--- config.mk ---
export PLATFORM = sky130hd
export DESIGN_NAME = door_plant
export DESIGN_NICKNAME = d
export VERILOG_FILES = /design/src/rtl/door_plant.sv
export SDC_FILE = /design/constraint.sdc
export NUM_CORES = 1
export LEC_CHECK = 0
export BUFFER_PORTS_ARGS = -buffer_cell sky130_fd_sc_hd__buf_2
export CAP_MARGIN = 20
export CORE_AREA = 5 5 68 70
export CTS_CLUSTER_DIAMETER = 80
export DETAILED_ROUTE_END_ITERATION = 7
export DIE_AREA = 0 0 73 75
export GPL_ROUTABILITY_DRIVEN = 0
export PLACE_DENSITY = 0.62
export SLEW_MARGIN = 20
export SYNTH_ARGS = -nofsm -noshare
export SYNTH_HDL_FRONTEND = slang
export SYNTH_SLANG_ARGS = --single-unit
--- constraint.sdc ---
create_clock -name clk -period 3.4 [get_ports clk]
set_input_delay 0.34 -clock clk [delete_from_list [all_inputs] [get_ports clk]]
set_output_delay 0.34 -clock clk [all_outputs]
set_load 0.01 [all_outputs]
--- src/rtl/door_plant.sv ---
// Garage door plant: integrates door position from the UP_m/DN_m motor drives and
// produces the limit sensors, a state code, overrun pulses and a sticky conflict fault.
module door_plant #(
    parameter int POS_MAX    = 16,
    parameter int SPEED_DIV  = 4,
    parameter int RESET_OPEN = 0,
    parameter int POS_W      = 8
) (
    input  logic             clk,
    input  logic             rst,
    input  logic             UP_m,
    input  logic             DN_m,
    output logic             UP_max,
    output logic             DN_max,
    output logic [POS_W-1:0] pos,
    output logic [2:0]       state,
    output logic             overrun,
    output logic             fault
);

    localparam int PW = $clog2(SPEED_DIV) + 1;
    localparam logic [PW-1:0]    DIV_M1    = PW'(SPEED_DIV - 1);
    localparam logic [POS_W-1:0] POS_TOP   = POS_W'(POS_MAX);
    localparam logic [POS_W-1:0] POS_RESET = (RESET_OPEN != 0) ? POS_W'(POS_MAX) : {POS_W{1'b0}};

    typedef enum logic [2:0] {
        ST_CLOSED  = 3'd0,
        ST_OPENING = 3'd1,
        ST_OPEN    = 3'd2,
        ST_CLOSING = 3'd3,
        ST_STOPPED = 3'd4,
        ST_FAULT   = 3'd5
    } door_state_t;

    localparam door_state_t ST_RESET = (RESET_OPEN != 0) ? ST_OPEN : ST_CLOSED;

    door_state_t      state_r, state_s;
    logic [POS_W-1:0] pos_r, pos_s;
    logic [PW-1:0]    presc_r, presc_s;
    logic [PW-1:0]    cnt_s;
    logic             fault_r, fault_s;
    logic             overrun_r, overrun_s;
    logic             up_max_r, dn_max_r;
    logic             last_up_r, last_dn_r;

    // Next position, prescaler, fault and state from the current drive inputs.
    always_comb begin
        pos_s     = pos_r;
        presc_s   = presc_r;
        fault_s   = fault_r;
        overrun_s = 1'b0;
        state_s   = state_r;
        // A reversal restarts the step from zero but this edge still counts.
        cnt_s     = ((UP_m && last_dn_r) || (DN_m && last_up_r)) ? {PW{1'b0}} : presc_r;
        if (fault_r) begin
            state_s = ST_FAULT;
        end else if (UP_m && DN_m) begin
            fault_s = 1'b1;
            state_s = ST_FAULT;
        end else begin
            if (UP_m) begin
                if (pos_r == POS_TOP) begin
                    overrun_s = 1'b1;
                    presc_s   = {PW{1'b0}};
                end else if (cnt_s == DIV_M1) begin
                    pos_s   = pos_r + {{(POS_W-1){1'b0}}, 1'b1};
                    presc_s = {PW{1'b0}};
                end else begin
                    presc_s = cnt_s + {{(PW-1){1'b0}}, 1'b1};
                end
            end else if (DN_m) begin
                if (pos_r == {POS_W{1'b0}}) begin
                    overrun_s = 1'b1;
                    presc_s   = {PW{1'b0}};
                end else if (cnt_s == DIV_M1) begin
                    pos_s   = pos_r - {{(POS_W-1){1'b0}}, 1'b1};
                    presc_s = {PW{1'b0}};
                end else begin
                    presc_s = cnt_s + {{(PW-1){1'b0}}, 1'b1};
                end
            end else begin
                presc_s = {PW{1'b0}};
            end

            if (pos_s == POS_TOP) begin
                state_s = ST_OPEN;
            end else if (pos_s == {POS_W{1'b0}}) begin
                state_s = ST_CLOSED;
            end else if (UP_m) begin
                state_s = ST_OPENING;
            end else if (DN_m) begin
                state_s = ST_CLOSING;
            end else begin
                state_s = ST_STOPPED;
            end
        end
    end

    // State register; limit sensors are registered from the next position so
    // they change in the same cycle as pos.
    always_ff @(posedge clk) begin
        if (!rst) begin
            pos_r     <= POS_RESET;
            presc_r   <= {PW{1'b0}};
            state_r   <= ST_RESET;
            fault_r   <= 1'b0;
            overrun_r <= 1'b0;
            up_max_r  <= (POS_RESET == POS_TOP);
            dn_max_r  <= (POS_RESET == {POS_W{1'b0}});
            last_up_r <= 1'b0;
            last_dn_r <= 1'b0;
        end else begin
            pos_r     <= pos_s;
            presc_r   <= presc_s;
            state_r   <= state_s;
            fault_r   <= fault_s;
            overrun_r <= overrun_s;
            up_max_r  <= (pos_s == POS_TOP);
            dn_max_r  <= (pos_s == {POS_W{1'b0}});
            last_up_r <= fault_s ? last_up_r : UP_m;
            last_dn_r <= fault_s ? last_dn_r : DN_m;
        end
    end

    assign pos     = pos_r;
    assign state   = state_r;
    assign fault   = fault_r;
    assign overrun = overrun_r;
    assign UP_max  = up_max_r;
    assign DN_max  = dn_max_r;

endmodule

==> metrics <==
status=complete, no violations; top cells by area, synth=dfxtp_1 (24%), nand2_1 (4.2%), a21oi_1 (3.9%); layout cells sized above 1=0.213; Worst Path Arrival=2.96 ns; worst r2r src=last_up_r; initial DRC count=134; cell row count=23; Crit path top cell by count=o21ai_0; kind of cell adding the most delay to the critical path=simple AND/OR/NAND/NOR gates; Final Critical Period=2.80 ns; Num CTS Buffers=3; Net Sw Frac=0.276; Final Hold Violating Endpoints=0; Post-synth EDFFs=0; final setup fails=0; Max-Cap Viols=0; Slew Limit Fails=0; P_leak=0.000722 µW; most common cell after layout, fill and taps aside=dfxtp_1; Worst Setup Path Type=reg2reg; most frequent cells in the layout=dfxtp_1 (20), nand2_1 (19), buf_2 (18); Synth top area share=0.238; drt via density=6.12; WP buf/inv=0; initial antenna violation count=0; Clock Root Buffer=clkbuf_8; launch point of the worst path=last_up_r; Worst Min Path Start=rst; clk buf depth=2; Clock Latency Late Sink=0.26 ns; CP max stage delay=0.36 ns; ANT nets after route=0; Max Fclk=358 MHz; largest net degree at the start of global routing=22; Final Skew=0.00159 ns; Worst Path Max Fanout=7; Port Buf Inserts=18; routed wire length=4.54 mm; total number of vias=1598; crit share post-route=0.822; asr flop ratio synth=0; post-synthesis cell area=1680 µm²; Synth-to-Final Area Change=7.30%; critical path launch point type=flop; hold_buf cts=0; internal power=456 µW; H-tree depth=1; Die ar.=5480 µm²; CP required=3.57 ns; DRC violations left=0; sequential power share=0.409; clock network fraction of design power=0.383; TritonCTS clock tree=yes; total grt overflow=0; Resized Gates After CTS=0; clock sink total=20; Seq/Total Area, Yosys=0.238; global-route wire length before repair=7.46 mm; Total GRT Usage=0.176; Clock transition at path regs=0.08 ns; #FFs+latches synth=20; HPWL after DPL=3.28 mm; Die X=73 µm; Setup crit end kind=flop; Rel. slew slack=0.355; Core ar.=3910 µm²; final design utilization=0.461; Gate power share=0.207; RSZ-0062 raised after global routing=no; number of global-route vias before repair=1465; HP Class=in2reg; Synth Warn #=0; area leader, netlist=dfxtp_1; postcts setup bufs=0; Cells after Synth=201; Mean Syn Cell Area=8.36 µm²; Nets=219; CP max-delay cell=a211oi_1; worst IR drop on VDD=0.000164 V; P per Cell Area=349 nW/µm²; Net Count, Synth=208; DR WL/cell=17.4 µm; post-synthesis cell type count=65; pre-CTS WS=0.557 ns; Net Sw Power=174 µW; Die H=75 µm; crit-path cells=a22oi_2 > and2_1 > ha_1 > nor4bb_1 > o21ai_0 > o21ai_0 > nand3_1 > a211oi_1 > nand4_1 > nor4b_1; Setup TNS=0 ns; I/O pin total=19; Slew @ Worst Pin=0.967 ns; iteration count of the initial detailed-routing pass=4; Initial Util=0.429; setup ws final=0.605 ns; Main synth FF type=dfxtp_1; number of antenna diodes=0
cells in the mapped netlist (2+ instances only):
cell type	count
dfxtp_1	20
nand2_1	19
nor2_1	17
a21oi_1	13
inv_1	8
nand3_1	7
nor3_1	7
o21ai_0	7
and2_1	5
and3_1	5
buf_4	5
buf_6	5
a211oi_1	4
a21o_1	4
mux2i_1	4
or3_1	4
a31oi_1	3
buf_2	3
ha_1	3
nand4_1	3
o221ai_1	3
xnor2_1	3
and4bb_4	2
clkbuf_1	2
nor3_2	2
nor4b_1	2
o21a_1	2
o22a_2	2
power groups by stage:
stage	clock network, µW	registers (µW)	logic (µW)
after floorplan	0	264	98.6
after global placement	0	263	131
after detailed placement	0	263	130
after CTS	249	258	130
after global routing	258	260	144
final	241	258	131
final timing paths:
check | to | slack [ns] | cells after the start
setup reg to reg | UP_max | 0.60 | 10
hold reg to reg | presc_r[1] | 0.49 | 2
setup / recovery | UP_max | 0.60 | 10
hold / removal | DN_max | 0.37 | 2
registers in the layout, indices dropped and copies added (netlist names):
register and count:
state 3, UP_max 1, pos 8, DN_max 1
overrun 1, presc_r 3, last_up_r 1, fault 1
last_dn_r 1
per-stage QoR:
step	cell area, µm²	total power [µW]	hold slack, ns	instances
after CTS	1800	636	0.364	261
final	1800	630	0.374	261
after detailed placement	1730	393	0.472	257
after floorplan	1680	362	0.446	201
after global routing	1800	662	0.380	261
after global placement	1730	394	0.475	257
area by class of cell:
cell class | count | area, µm²
inverter | 9 | 33.8
multi-input combinational | 156 | 1110
fill | 415 | 2110
sequential | 20 | 400
timing repair buffer | 22 | 120
clock buffer | 3 | 41.3
clock inverter | 1 | 30.0
tap | 50 | 62.6
per-layer routing:
layer	vias to the layer above	GRT usage	routed length [µm]
met3	12	0.0387	322
met1	727	0.242	2100
met2	79	0.272	2040
met4	0	0.0594	79
li1	780	-	-
met5	-	0	0
logic make-up after synthesis:
logic type / share of synthesized area
flops: 0.238
fa+ha+maj: 0.0223
mux: 0.0238
compound gates: 0.324
simple gates: 0.278
xor+xnor: 0.0156
buf+inv: 0.0983
Note: power is estimated with default switching activity, not from simulation.
